[config.mk]
export PLATFORM = sky130hd
export DESIGN_NAME = mips32_wb_select_flat
export DESIGN_NICKNAME = d
export VERILOG_FILES = /design/src/rtl/mips32_wb_select_if.sv /design/src/rtl/mips32_wb_select.sv /design/src/flat_wrapper.sv
export SDC_FILE = /design/constraint.sdc
export NUM_CORES = 1
export LEC_CHECK = 0
export ABC_AREA = 1
export CORE_MARGIN = 10
export CORE_UTILIZATION = 41
export DETAILED_ROUTE_END_ITERATION = 16
export MAX_ROUTING_LAYER = met4
export PLACE_DENSITY = 0.87
export SLEW_MARGIN = 0
export SYNTH_ARGS = -nofsm -noshare
export SYNTH_HDL_FRONTEND = slang
export SYNTH_SLANG_ARGS = --single-unit
[constraint.sdc]
create_clock -name clk -period 2.5 [get_ports clk]
set_clock_uncertainty 0.1 [all_clocks]
set_input_delay 0.25 -clock clk [delete_from_list [all_inputs] [get_ports clk]]
set_output_delay 0.25 -clock clk [all_outputs]
set_load 0.02 [all_outputs]
[src/rtl/mips32_wb_select_if.sv]
// mips32_wb_select_if: request, memory-response and write-back signals of the write-back selector
interface mips32_wb_select_if #(
  parameter int DATA_W = 32,
  parameter int IMM_W  = 16
);
  logic              in_valid;
  logic              in_ready;
  logic [1:0]        src_sel;
  logic [1:0]        ld_size;
  logic              ld_signed;
  logic [1:0]        addr_lo;
  logic [DATA_W-1:0] alu_res;
  logic [IMM_W-1:0]  imm;
  logic [DATA_W-1:0] link_pc;
  logic [4:0]        rd_in;
  logic              mem_rvalid;
  logic [DATA_W-1:0] mem_rdata;
  logic              wb_valid;
  logic [DATA_W-1:0] wb_data;
  logic [4:0]        wb_rd;
  logic              wb_err;
  modport slave (
    input  in_valid, src_sel, ld_size, ld_signed, addr_lo, alu_res, imm, link_pc, rd_in,
           mem_rvalid, mem_rdata,
    output in_ready, wb_valid, wb_data, wb_rd, wb_err
  );
  modport master (
    output in_valid, src_sel, ld_size, ld_signed, addr_lo, alu_res, imm, link_pc, rd_in,
           mem_rvalid, mem_rdata,
    input  in_ready, wb_valid, wb_data, wb_rd, wb_err
  );
endinterface

[src/rtl/mips32_wb_select.sv]
// mips32_wb_select: registered write-back source mux with load wait/timeout FSM; WB_LOAD_EXT_EN enables sub-word load extraction and misalignment errors
module mips32_wb_select #(
  parameter int DATA_W   = 32,
  parameter int IMM_W    = 16,
  parameter int WAIT_MAX = 15
) (
  input logic                clk,
  input logic                reset,
  mips32_wb_select_if.slave  bus_io
);
  localparam logic [0:0] IDLE = 1'b0;
  localparam logic [0:0] WAIT = 1'b1;
  localparam int CW = $clog2(WAIT_MAX + 1);
  logic [0:0]        state_q, state_d;
  logic [CW-1:0]     cnt_q, cnt_d;
  logic [4:0]        rd_q, rd_d;
  logic              wb_valid_q, wb_valid_d;
  logic              wb_err_q, wb_err_d;
  logic [DATA_W-1:0] wb_data_q, wb_data_d;
  logic [4:0]        wb_rd_q, wb_rd_d;
  logic              accept;
  logic [DATA_W-1:0] src_val;
  logic [DATA_W-1:0] ld_val;
  logic              misalign;
  assign bus_io.in_ready = state_q == IDLE;
  assign accept          = bus_io.in_valid & (state_q == IDLE);
  assign bus_io.wb_valid = wb_valid_q;
  assign bus_io.wb_err   = wb_err_q;
  assign bus_io.wb_data  = wb_data_q;
  assign bus_io.wb_rd    = wb_rd_q;
  assign src_val = bus_io.src_sel == 2'd0 ? bus_io.alu_res :
                   bus_io.src_sel == 2'd1 ? DATA_W'(bus_io.imm) << (DATA_W - IMM_W) :
                   bus_io.link_pc;
`ifdef WB_LOAD_EXT_EN
  logic [1:0]  size_q, size_d;
  logic [1:0]  addr_q, addr_d;
  logic        sgn_q, sgn_d;
  logic [7:0]  ld_byte;
  logic [15:0] ld_half;
  logic [31:0] ld_word;
  assign ld_byte  = bus_io.mem_rdata[{addr_q, 3'b000} +: 8];
  assign ld_half  = bus_io.mem_rdata[{addr_q[1], 4'b0000} +: 16];
  assign ld_word  = bus_io.mem_rdata[31:0];
  assign ld_val   = size_q == 2'd0 ? (sgn_q ? DATA_W'($signed(ld_byte)) : DATA_W'(ld_byte)) :
                    size_q == 2'd1 ? (sgn_q ? DATA_W'($signed(ld_half)) : DATA_W'(ld_half)) :
                    (sgn_q ? DATA_W'($signed(ld_word)) : DATA_W'(ld_word));
  assign misalign = (size_q == 2'd1 & addr_q[0]) | (size_q[1] & addr_q != 2'd0);
`else
  assign ld_val   = bus_io.mem_rdata;
  assign misalign = 1'b0;
`endif
  // next state: accept a request in IDLE, resolve a pending load in WAIT on data or timeout
  always_comb begin
    state_d    = state_q;
    cnt_d      = cnt_q;
    rd_d       = rd_q;
    wb_valid_d = 1'b0;
    wb_err_d   = 1'b0;
    wb_data_d  = wb_data_q;
    wb_rd_d    = wb_rd_q;
`ifdef WB_LOAD_EXT_EN
    size_d     = size_q;
    addr_d     = addr_q;
    sgn_d      = sgn_q;
`endif
    if (accept) begin
      rd_d = bus_io.rd_in;
`ifdef WB_LOAD_EXT_EN
      size_d = bus_io.ld_size;
      addr_d = bus_io.addr_lo;
      sgn_d  = bus_io.ld_signed;
`endif
      if (bus_io.src_sel == 2'd2) begin
        state_d = WAIT;
        cnt_d   = '0;
      end else begin
        wb_valid_d = 1'b1;
        wb_data_d  = src_val;
        wb_rd_d    = bus_io.rd_in;
      end
    end else if (state_q == WAIT) begin
      if (bus_io.mem_rvalid || cnt_q == CW'(WAIT_MAX - 1)) begin
        state_d    = IDLE;
        wb_valid_d = 1'b1;
        wb_rd_d    = rd_q;
        wb_err_d   = !bus_io.mem_rvalid || misalign;
        wb_data_d  = wb_err_d ? '0 : ld_val;
      end else begin
        cnt_d = cnt_q + CW'(1);
      end
    end
  end
  // state and output registers, synchronously cleared by reset
  always_ff @(posedge clk) begin
    if (reset) begin
      state_q    <= IDLE;
      cnt_q      <= '0;
      rd_q       <= '0;
      wb_valid_q <= 1'b0;
      wb_err_q   <= 1'b0;
      wb_data_q  <= '0;
      wb_rd_q    <= '0;
`ifdef WB_LOAD_EXT_EN
      size_q     <= '0;
      addr_q     <= '0;
      sgn_q      <= 1'b0;
`endif
    end else begin
      state_q    <= state_d;
      cnt_q      <= cnt_d;
      rd_q       <= rd_d;
      wb_valid_q <= wb_valid_d;
      wb_err_q   <= wb_err_d;
      wb_data_q  <= wb_data_d;
      wb_rd_q    <= wb_rd_d;
`ifdef WB_LOAD_EXT_EN
      size_q     <= size_d;
      addr_q     <= addr_d;
      sgn_q      <= sgn_d;
`endif
    end
  end
endmodule

[src/flat_wrapper.sv]
// flat-port wrapper written by rule: the top's interface ports become plain ports
module mips32_wb_select_flat 
#(
  parameter int DATA_W   = 32,
  parameter int IMM_W    = 16,
  parameter int WAIT_MAX = 15
)
  (clk, reset, bus_io_in_valid, bus_io_src_sel, bus_io_ld_size, bus_io_ld_signed, bus_io_addr_lo, bus_io_alu_res, bus_io_imm, bus_io_link_pc, bus_io_rd_in, bus_io_mem_rvalid, bus_io_mem_rdata, bus_io_in_ready, bus_io_wb_valid, bus_io_wb_data, bus_io_wb_rd, bus_io_wb_err);
  mips32_wb_select_if #(.DATA_W(DATA_W), .IMM_W(IMM_W)) bus_io_i ();
  input logic clk;
  input logic reset;
  input wire logic [$bits(bus_io_i.in_valid)-1:0] bus_io_in_valid;
  input wire logic [$bits(bus_io_i.src_sel)-1:0] bus_io_src_sel;
  input wire logic [$bits(bus_io_i.ld_size)-1:0] bus_io_ld_size;
  input wire logic [$bits(bus_io_i.ld_signed)-1:0] bus_io_ld_signed;
  input wire logic [$bits(bus_io_i.addr_lo)-1:0] bus_io_addr_lo;
  input wire logic [$bits(bus_io_i.alu_res)-1:0] bus_io_alu_res;
  input wire logic [$bits(bus_io_i.imm)-1:0] bus_io_imm;
  input wire logic [$bits(bus_io_i.link_pc)-1:0] bus_io_link_pc;
  input wire logic [$bits(bus_io_i.rd_in)-1:0] bus_io_rd_in;
  input wire logic [$bits(bus_io_i.mem_rvalid)-1:0] bus_io_mem_rvalid;
  input wire logic [$bits(bus_io_i.mem_rdata)-1:0] bus_io_mem_rdata;
  output wire logic [$bits(bus_io_i.in_ready)-1:0] bus_io_in_ready;
  output wire logic [$bits(bus_io_i.wb_valid)-1:0] bus_io_wb_valid;
  output wire logic [$bits(bus_io_i.wb_data)-1:0] bus_io_wb_data;
  output wire logic [$bits(bus_io_i.wb_rd)-1:0] bus_io_wb_rd;
  output wire logic [$bits(bus_io_i.wb_err)-1:0] bus_io_wb_err;
  assign bus_io_i.in_valid = bus_io_in_valid;
  assign bus_io_i.src_sel = bus_io_src_sel;
  assign bus_io_i.ld_size = bus_io_ld_size;
  assign bus_io_i.ld_signed = bus_io_ld_signed;
  assign bus_io_i.addr_lo = bus_io_addr_lo;
  assign bus_io_i.alu_res = bus_io_alu_res;
  assign bus_io_i.imm = bus_io_imm;
  assign bus_io_i.link_pc = bus_io_link_pc;
  assign bus_io_i.rd_in = bus_io_rd_in;
  assign bus_io_i.mem_rvalid = bus_io_mem_rvalid;
  assign bus_io_i.mem_rdata = bus_io_mem_rdata;
  assign bus_io_in_ready = bus_io_i.in_ready;
  assign bus_io_wb_valid = bus_io_i.wb_valid;
  assign bus_io_wb_data = bus_io_i.wb_data;
  assign bus_io_wb_rd = bus_io_i.wb_rd;
  assign bus_io_wb_err = bus_io_i.wb_err;
  mips32_wb_select #(.DATA_W(DATA_W), .IMM_W(IMM_W), .WAIT_MAX(WAIT_MAX)) u_core (.clk(clk), .reset(reset), .bus_io(bus_io_i));
endmodule
# After elaboration in Yosys (flattened, before gate mapping)
# Cells that the tools add are included.
dict set report totals {
  reg_bits 49
  out_inout_bits 40
  in_bits 128
  word_cells 48
}
dict set report classes {
  n_eq_ne 6
  n_reduce_logical 8
  n_mux 23
  bitwise_logic 3
  add_sub_neg 1
}
# op n
set ops {}
lappend ops {{2-to-1 mux 32 bit} 7}
lappend ops {{2-to-1 mux 5 bit} 4}
lappend ops {{2-to-1 mux 4 bit} 4}
lappend ops {{2-to-1 mux 1 bit} 8}
lappend ops {{AND reduction 3 bit} 2}
lappend ops {{adder 4 x 1 -> 4 bit, second input constant} 1}
lappend ops {{equality test 4 bit, second input constant} 1}
lappend ops {{inequality test 2 bit, second input constant} 2}
lappend ops {{nonzero test 2 bit} 2}
lappend ops {{OR reduction 4 bit} 1}
lappend ops {{equality test 2 x 1 -> 1 bit, second input constant} 1}
lappend ops {{equality test 2 bit, second input constant} 1}
lappend ops {{logical NOT 2 bit} 1}
lappend ops {{inequality test 2 x 1 -> 1 bit, second input constant} 1}
lappend ops {{NOT 1 bit} 2}
lappend ops {{AND 1 bit} 1}
lappend ops {{logical NOT 1 bit} 1}
lappend ops {{logical OR 1 bit} 1}

# Logic depth before layout (Yosys ltp)
# Gate-level depths: netlist of the first run.
dict set report logic_depth {
  ltp_word 5
  mapped_depth 10
  mapped_depth_nobuf 9
}

# Worst setup path after synthesis of the first run
# No wires, ideal clock.
dict set report synth_timing {
  path_type {register to register}
  startpoint {register u_core.cnt_q[0]}
  endpoint {register u_core.wb_data_q[1], in the netlist u_core.bus_io.wb_data[1]}
  required_ns 2.333
  setup_time_ns 0.067
  setup_slack_ns 1.039
  n_path_buf 1
  t_arrival_ns 1.294
  synth_period_minus_slack_ns 1.461
  stages_incl_launch_ff 11
  path_cell_list {dfxtp_1 > inv_1 > ha_1 > nand3_2 > nand2_1 > nand2_2 > nand2_4 > nor2_4 > buf_6 > nand2_1 > o21ai_2}
}
dict set report synth_via {
  elab_chain_len 4
}
# item line_no
set synth_rtl {}
lappend synth_rtl {{from (decl)} mips32_wb_select.sv:15} ;# logic [CW-1:0] cnt_q, cnt_d;
lappend synth_rtl {{from (signal assigned)} mips32_wb_select.sv:110} ;# cnt_q <= cnt_d;
lappend synth_rtl {{equality test 4 bit} mips32_wb_select.sv:82} ;# if (bus_io.mem_rvalid || cnt_q == CW'(WAIT_MAX - 1)) begin
lappend synth_rtl {{logical OR 1 bit} mips32_wb_select.sv:82}
lappend synth_rtl {{nonzero test 2 bit (no source line)} n/a}
lappend synth_rtl {{AND reduction 3 bit (no source line)} n/a}
lappend synth_rtl {{to (signal assigned)} mips32_wb_select.sv:114} ;# wb_data_q <= wb_data_d;
lappend synth_rtl {{to (decl)} mips32_wb_select.sv:19} ;# logic [DATA_W-1:0] wb_data_q, wb_data_d;
# No other way between the ends.
# A chain may end at the register's enable or synchronous reset.

# Final worst setup path of the first run
dict set report layout_timing {
  startpoint {register u_core.cnt_q[0]}
  endpoint {register u_core.wb_data_q[18], in the netlist u_core.bus_io.wb_data[18]}
}
# Same word-level chain as after synthesis.

==> out/metrics.cfg, run 1 <==
[pwr]
design_power_total_mw=2.04
pwr-share-seq_pct=42.4
pwr-share-clk_pct=24.1
combPwrFrac_pct=33.5
p_sw_mw=0.643
p_leak_nw=1.97
p_per_area_nw_per_um2=445
netSwitchingFraction_pct=31.5
p_int_mw=1.40
ir_worst_vdd_uv=344

[hold_path]
whs_path_depth=2
worstHoldStart=u_core.bus_io.wb_data[9]
whs_endpoint=u_core.bus_io.wb_data[9]
hold_class=register to register

[place]
dpl.cell_count=668
placed_area_um2=4500
io_buffers=162
hpwl_um=8030
gp_congestion=0.926

[critical_path]
cp-start-kind=register
rr_worst_depth=9
r2r_end=u_core.bus_io.wb_data[18]
cp.buffers_inverters=2
critical_path_required_ns=2.60
crit_path_frequent_cell=nand2_4
criticalPathCategory=register to register
cpMaxStageDelayCell=dfxtp_1
crit_fanout=17
rr_startpoint=u_core.cnt_q[0]
crit_chain=inv_1 > ha_1 > nand3_2 > nand2_1 > nand2_2 > nand2_4 > nand2_4 > buf_12 > o21ai_2
r2r_slack_ns=0.66
critPathArrivalTime_ns=1.94
critPathCaptureType=register
critPathTopFamily=simple AND/OR/NAND/NOR gates
max_stage_delay_ns=0.39

[global_routing]
grt_max_degree=34
grt_overflow_total=0
grt_pass1_vias=3277
grt_pass1_wl_um=15600
antenna_found_initial=0
grt_util_all_layers_pct=18.9

[clock_network]
cts_tree=built
root_buffer=clkbuf_8
cts_buffers=5
post_cts_buffers=0
holdBufCountCts=0
h-tree-depth=2
path_clk_slew_ns=0.10
clock_sinks=49
clk_latency_ns=0.31
cts.repair.resized=0
cts_buffer_depth=2

[die]
start_util_pct=41.9
rows=30
ios=168
core_um2=6760
fp.dieH_um=103
die_x_um=103
fp.dieArea_um2=10600

[sta]
finalSetupTns_ns=0
rsz0062_at_grt=false
final.period_utilization_pct=73.5
hold_slack_ns=0.364
slew-limit-headroom_pct=75.1
period_minus_slack_ns=1.84
final-setup-viol-count=0
hold_viol_final=0
worst_pin_slew_ns=0.374
max_freq_mhz=544
slew_viol_final=0

[cells_and_area]
multi_input_area_um2=1630
diodes=0
final_nets=725
drive_above_1_share_pct=10.7
fin_area_um2=4590
area_delta_synth_final_pct=62.1
fin_cells=676
fill_cells=578
regArea_um2=981

[drt]
wire_per_inst_um=15.2
drt_first_iter_violations=69
drc=0
vias=3316
drt_pass1_iterations=4
ant_nets=0
avgViaCountPerCell=4.91
routed_wl_um=10300

[yosys]
post-synth-top-count-cell=nand2_1
yosys_most_used_dff=dfxtp_1
synth_top_cell_by_area=dfxtp_1
yosysWarningCount=0
synth_edf_count=0
yosys_register_bits=49
syn_inst=441
netlist_top_cells_count=nand2_1 (208), dfxtp_1 (49), nand3_1 (39)
yosysUniqueCellTypes=23
ys_top_cells_by_area=dfxtp_1 (35%), nand2_1 (28%), o21ai_2 (9.6%)
synth-async-reset-ratio_pct=0
syn_area_per_cell_um2=6.42
syn_nets=571
synth_area_um2=2830
synth_top_area_share_pct=34.6
yosysSeqAreaShare_pct=34.6

[job]
drv_cap=0

[run_status]
outcome=finished clean

logic make-up after synthesis:
| logic type | synth area share [%] |
|---|---|
| DFF | 34.6 |
| and+or+nand+nor | 42.1 |
| buffers and inverters | 8.04 |
| AOI/OAI and AO/OA | 14.4 |
| adders and majority gates | 0.884 |
sequential cells by signal, summed over array words and instances, names as in the netlist:
name                    flops
u_core.bus_io.wb_rd         5
u_core.cnt_q                4
u_core.bus_io.wb_valid      1
u_core.bus_io.wb_data      32
u_core.state_q              1
u_core.bus_io.wb_err        1
u_core.rd_q                 5
per-layer routing:
layer  global-route usage (%)  share of wire, %  vias to the layer above
li1                         -                 -                     1706
met1                     20.3                40                     1482
met2                     32.3                50                      111
met3                     5.63               8.0                       17
met4                     7.06               2.4                        0
met5                        -                 0                        -
worst reg2reg max path: stages (launching register included):
cell and delay (ns):
dfxtp_1 0.39, inv_1 0.09, ha_1 0.21, nand3_2 0.09
nand2_1 0.06, nand2_2 0.09, nand2_4 0.11, nand2_4 0.26
buf_12 0.23, o21ai_2 0.08
power groups by stage:
stage	registers [mW]	logic, mW	clock network, mW
after detailed placement	0.883	0.686	0
final	0.866	0.684	0.491
after CTS	0.866	0.689	0.499
after global routing	0.873	0.745	0.523
after floorplan	0.942	0.274	0
after global placement	0.880	0.675	0
worst max path at each step:
stage,end,cells past startpoint,from,slack [ns]
global route,u_core.bus_io.wb_data[14],9,u_core.cnt_q[0],0.55
global placement,u_core.bus_io.wb_data[18],8,bus_io_in_valid,0.47
detailed placement,u_core.bus_io.wb_data[25],8,bus_io_in_valid,0.42
CTS,u_core.bus_io.wb_data[25],9,u_core.cnt_q[0],0.67
floorplan,u_core.bus_io.wb_data[1],10,u_core.cnt_q[0],1.04
finish,u_core.bus_io.wb_data[18],9,u_core.cnt_q[0],0.66
cells in the final DEF (no fill, tap or decap):
| cell type | instances |
|---|---|
| o21ai_1 | 1 |
| inv_2 | 3 |
| nor2_4 | 1 |
| clkinvlp_4 | 1 |
| o21ai_2 | 31 |
| or2_2 | 2 |
| buf_12 | 2 |
| nor2_1 | 29 |
| nand3_2 | 1 |
| nand2_4 | 2 |
| clkdlybuf4s50_1 | 162 |
| nand2_1 | 207 |
| nand2_2 | 2 |
| inv_6 | 2 |
| buf_4 | 10 |
| ha_1 | 2 |
| a21oi_1 | 20 |
| inv_1 | 11 |
| nor3_1 | 5 |
| dfxtp_1 | 49 |
| nor2_2 | 2 |
| nand4_1 | 1 |
| clkbuf_8 | 5 |
| o21ai_0 | 6 |
| nand3_1 | 39 |
through the flow:
step / utilization [%] / setup slack (ns)
after CTS: 67.9 / 0.665
after floorplan: - / 1.04
after detailed placement: 66.5 / 0.422
after global routing: 67.9 / 0.547
final: 67.9 / 0.661
after global placement: 66.5 / 0.473
final cells by class:
cell class / instances / area share [%]
Timing Repair Buffer: 174 / 37.8
Multi-Input combinational cell: 351 / 35.4
Sequential cell: 49 / 21.4
Tap cell: 80 / 2.18
Clock buffer: 5 / 1.50
Inverter: 14 / 1.15
Clock inverter: 3 / 0.545
(Power assumes the default switching activity.)
==> inputs of run 2 (changes only) <==
Settings changed: CORE_UTILIZATION 41 to 38, PLACE_DENSITY 0.87 to 0.81.
Clock period 2.5 ns to 1.7 ns, I/O delays scaled along.
==> out/metrics.cfg, run 2 (synthesis results as in run 1) <==
[critical_path]
crit_chain=inv_2 > clkdlybuf4s50_1
cpMaxStageDelayCell=clkdlybuf4s50_1
critPathTopFamily=buffers and inverters
cp-start-kind=register
critPathArrivalTime_ns=1.36
critPathCaptureType=primary output
criticalPathCategory=register to primary output
max_stage_delay_ns=0.62
cp.buffers_inverters=2
crit_fanout=4
critical_path_required_ns=1.43

[pwr]
ir_worst_vdd_uv=508
p_per_area_nw_per_um2=630
design_power_total_mw=3.04
p_leak_nw=2.08

[clock_network]
cts_buffers=5
cts_tree=built
path_clk_slew_ns=0.10
h-tree-depth=2
root_buffer=clkbuf_8
holdBufCountCts=0
clk_latency_ns=0.30
cts_buffer_depth=2
clock_sinks=49

[cells_and_area]
final_common_cell=nand2_1
regArea_um2=983
diodes=0
multi_input_area_um2=1630
largest_register_ff_count=32
fill_cells=664
layout_common_cells=nand2_1 (206), clkdlybuf4s50_1 (162), dfxtp_1 (47)
area_delta_synth_final_pct=70.5
final_nets=737
fin_cells=707
drive_above_1_share_pct=13.2
fin_area_um2=4830

[die]
start_util_pct=39.0
die_x_um=106
fp.dieH_um=106
fp.dieArea_um2=11300
rows=31
ios=168
core_um2=7250

[drt]
drc=0
ant_nets=0
drt_pass1_iterations=4
wire_per_inst_um=15.1
vias=3366
routed_wl_um=10700
avgViaCountPerCell=4.76
drt_first_iter_violations=113

[sta]
slew-limit-headroom_pct=78.8
period_minus_slack_ns=1.63
worst_pin_slew_ns=0.317
final.period_utilization_pct=95.9
final-setup-viol-count=0
hold_viol_final=0
layout_setup_ws_ns=0.0699
max_freq_mhz=613
slew_viol_final=0
hold_slack_ns=0.353

[global_routing]
grt_overflow_total=0
grt_pass1_wl_um=16600
grt_util_all_layers_pct=18.4
grt_max_degree=28
antenna_found_initial=0
grt_pass1_vias=3342

[place]
io_buffers=162
placed_area_um2=4650
dpl.cell_count=695
dp_slack_ns=-0.0750
gp_congestion=0.859
hpwl_um=8370

[run_status]
outcome=finished clean

[hold_path]
hold_class=primary input to register

[job]
drv_cap=0

run 2: cell type report:
class / count / area share, %
clock buffer: 5 / 1.43
clock inverter: 3 / 0.363
inverter: 14 / 1.09
multi-input combinational: 351 / 33.8
sequential: 49 / 20.4
tap: 99 / 2.57
timing repair buffer: 186 / 40.4
run 2: worst reg2reg max path, delay by kind of cell (launching register included):
kind / cells / cell delay, ns
simple gates: 6 / 0.51
flops: 1 / 0.36
buf+inv: 3 / 0.33
fa+ha+maj: 1 / 0.19
compound gates: 1 / 0.05
run 2: path summary, 6_finish.rpt:
check | from | cells past startpoint | endpoint | slack, ns
max reg2reg | u_core.cnt_q[0] | 11 | u_core.bus_io.wb_data[12] | 0.09
min reg2reg | u_core.bus_io.wb_data[21] | 2 | u_core.bus_io.wb_data[21] | 0.36
min | bus_io_rd_in[4] | 3 | u_core.rd_q[4] | 0.35
max | u_core.state_q | 2 | bus_io_in_ready | 0.07
run 2: per-stage QoR:
step / TNS, ns / util (%)
detailed placement: -1.68 / 64.2
global route: -0.0197 / 66.6
finish: 0 / 66.6
CTS: 0 / 65.4
floorplan: 0 / -
global placement: -0.359 / 64.2
run 2: power by group:
group | internal (mW) | switching [mW]
sequential | 1.23 | 0.0404
clock | 0.285 | 0.397
combinational | 0.589 | 0.499
run 2: what timing repair did:
item	CTS	global route
hold endpoints to repair	0	0
endpoints found under the setup margin	0	37
buffers inserted	0	2
gates resized for setup	0	6
run 2: per-layer routing:
layer  part of all wire [%]  vias to the layer above  global-route usage [%]
li1                       -                     1737                       -
met1                     40                     1507                    19.5
met2                     52                      112                    33.3
met3                    6.2                       10                    4.77
met4                    1.2                        0                    4.16
met5                      0                        -                       -
==> inputs of run 3 (changes only) <==
Settings changed: GPL_TIMING_DRIVEN set to 0.
==> out/metrics.cfg, run 3 (synthesis results as in run 1) <==
[cells_and_area]
area_delta_synth_final_pct=67.3
final_nets=746
drive_above_1_share_pct=13.3
fill_cells=678
diodes=0
layout_common_cells=nand2_1 (208), clkdlybuf4s50_1 (160), dfxtp_1 (47)
largest_register_ff_count=32
fin_area_um2=4740
final_common_cell=nand2_1

[global_routing]
grt_pass1_vias=3365
antenna_found_initial=0
grt_overflow_total=0
grt_max_degree=17
grt_pass1_wl_um=17100
grt_util_all_layers_pct=18.8

[sta]
slew-limit-headroom_pct=60.4
hold_viol_final=0
max_freq_mhz=612
final.period_utilization_pct=96.1
final-setup-viol-count=0
rsz0062_at_grt=false
worst_pin_slew_ns=0.593
period_minus_slack_ns=1.63
slew_viol_final=0
finalSetupTns_ns=0

[job]
drv_cap=0

[hold_path]
hold_class=primary input to register
whs_path_depth=5

[die]
ios=168
start_util_pct=39.0
core_um2=7250
die_x_um=106
rows=31
fp.dieArea_um2=11300
fp.dieH_um=106

[clock_network]
cts_buffer_depth=2
root_buffer=clkbuf_8
clock_sinks=49
h-tree-depth=2
clk_latency_ns=0.30
path_clk_slew_ns=0.11
cts_buffers=5
cts_tree=built

[critical_path]
crit_fanout=10
crit_end=u_core.bus_io.wb_data[6]
critPathArrivalTime_ns=1.74
r2r_slack_ns=0.07
critPathLaunch=u_core.state_q
criticalPathCategory=register to register
critical_path_required_ns=1.80
r2r_end=u_core.bus_io.wb_data[6]
rr_startpoint=u_core.state_q
rr_worst_depth=7
critPathCaptureType=register
cp-start-kind=register

[place]
placed_area_um2=4560
hpwl_um=8930
io_buffers=160
gp_congestion=0.837

[drt]
wire_per_inst_um=15.8
drt_pass1_iterations=4
ant_nets=0
drc=0
drt_first_iter_violations=164
avgViaCountPerCell=4.80
vias=3438
routed_wl_um=11300

[run_status]
outcome=finished clean

[pwr]
p_leak_nw=2.05
p_per_area_nw_per_um2=654
ir_worst_vdd_uv=398

run 3: cell count changes in the layout (fill, tap and decap cells not counted), sizes merged:
cell,before,now
clkbuf,7,14
inv,14,15
clkinv,2,0
buf,22,27
clkdlybuf4s50,162,160
run 3: per-stage QoR:
stage / utilization, % / setup WS [ns] / instances / hold WS [ns] / total power, mW
3_5_place_dp: 62.8 / -0.154 / 700 / 0.343 / 2.33
4_1_cts: 64.2 / 0.00728 / 708 / 0.181 / 3.08
2_1_floorplan: - / 0.239 / 441 / 0.235 / 1.79
3_3_place_gp: 62.8 / -0.111 / 700 / 0.341 / 2.31
5_1_grt: 65.3 / 0.000348 / 716 / 0.217 / 3.24
6_report: 65.3 / 0.0665 / 716 / 0.183 / 3.10
run 3: worst max-delay path, stage by stage, from the launching register on:
cell and delay (ns):
dfxtp_1 0.38, inv_2 0.07, nand2_1 0.07, inv_2 0.12, clkbuf_1 0.42, nand3_1 0.20, nand2_1 0.12, o21ai_2 0.05
run 3: worst min path at each step:
stage,from,to
floorplan,bus_io_rd_in[4],u_core.rd_q[4]
global placement,u_core.bus_io.wb_data[20],u_core.bus_io.wb_data[20]
detailed placement,u_core.bus_io.wb_data[16],u_core.bus_io.wb_data[16]
CTS,bus_io_mem_rvalid,u_core.bus_io.wb_data[1]
global route,bus_io_mem_rvalid,u_core.bus_io.wb_data[0]
finish,bus_io_mem_rvalid,u_core.bus_io.wb_data[1]
run 3: metal layers:
metal / vias to the layer above / track usage [%] / share of wire (%)
met5: - / - / 0
met4: 0 / 3.38 / 1.1
met3: 12 / 5.13 / 6.6
met2: 106 / 33.7 / 52
met1: 1567 / 20.6 / 40
li1: 1753 / - / -
run 3: layout make-up:
type,count,area (um^2),area share (%)
plain buffers,27,175,3.70
repair buffers,168,1680,35.4
clock buffers,6,82.6,1.74
well taps,99,124,2.61
flip-flops and latches,49,983,20.8
multi-input cells,351,1630,34.3
inverters,14,52.6,1.11
clock inverters,2,16.3,0.343
run 3: where the power goes:
group          total [mW]  internal (mW)  switching (mW)
logic                1.06          0.554           0.505
clock network       0.764          0.336           0.428
registers            1.27           1.23          0.0406
run 3: repair_timing:
| item | in CTS | in global routing |
|---|---|---|
| endpoints found under the setup margin | 0 | 32 |
| resized for setup | 0 | 9 |
| hold buffers | 0 | 0 |
| endpoints found under the hold margin | 0 | 0 |
| setup buffers | 0 | 5 |
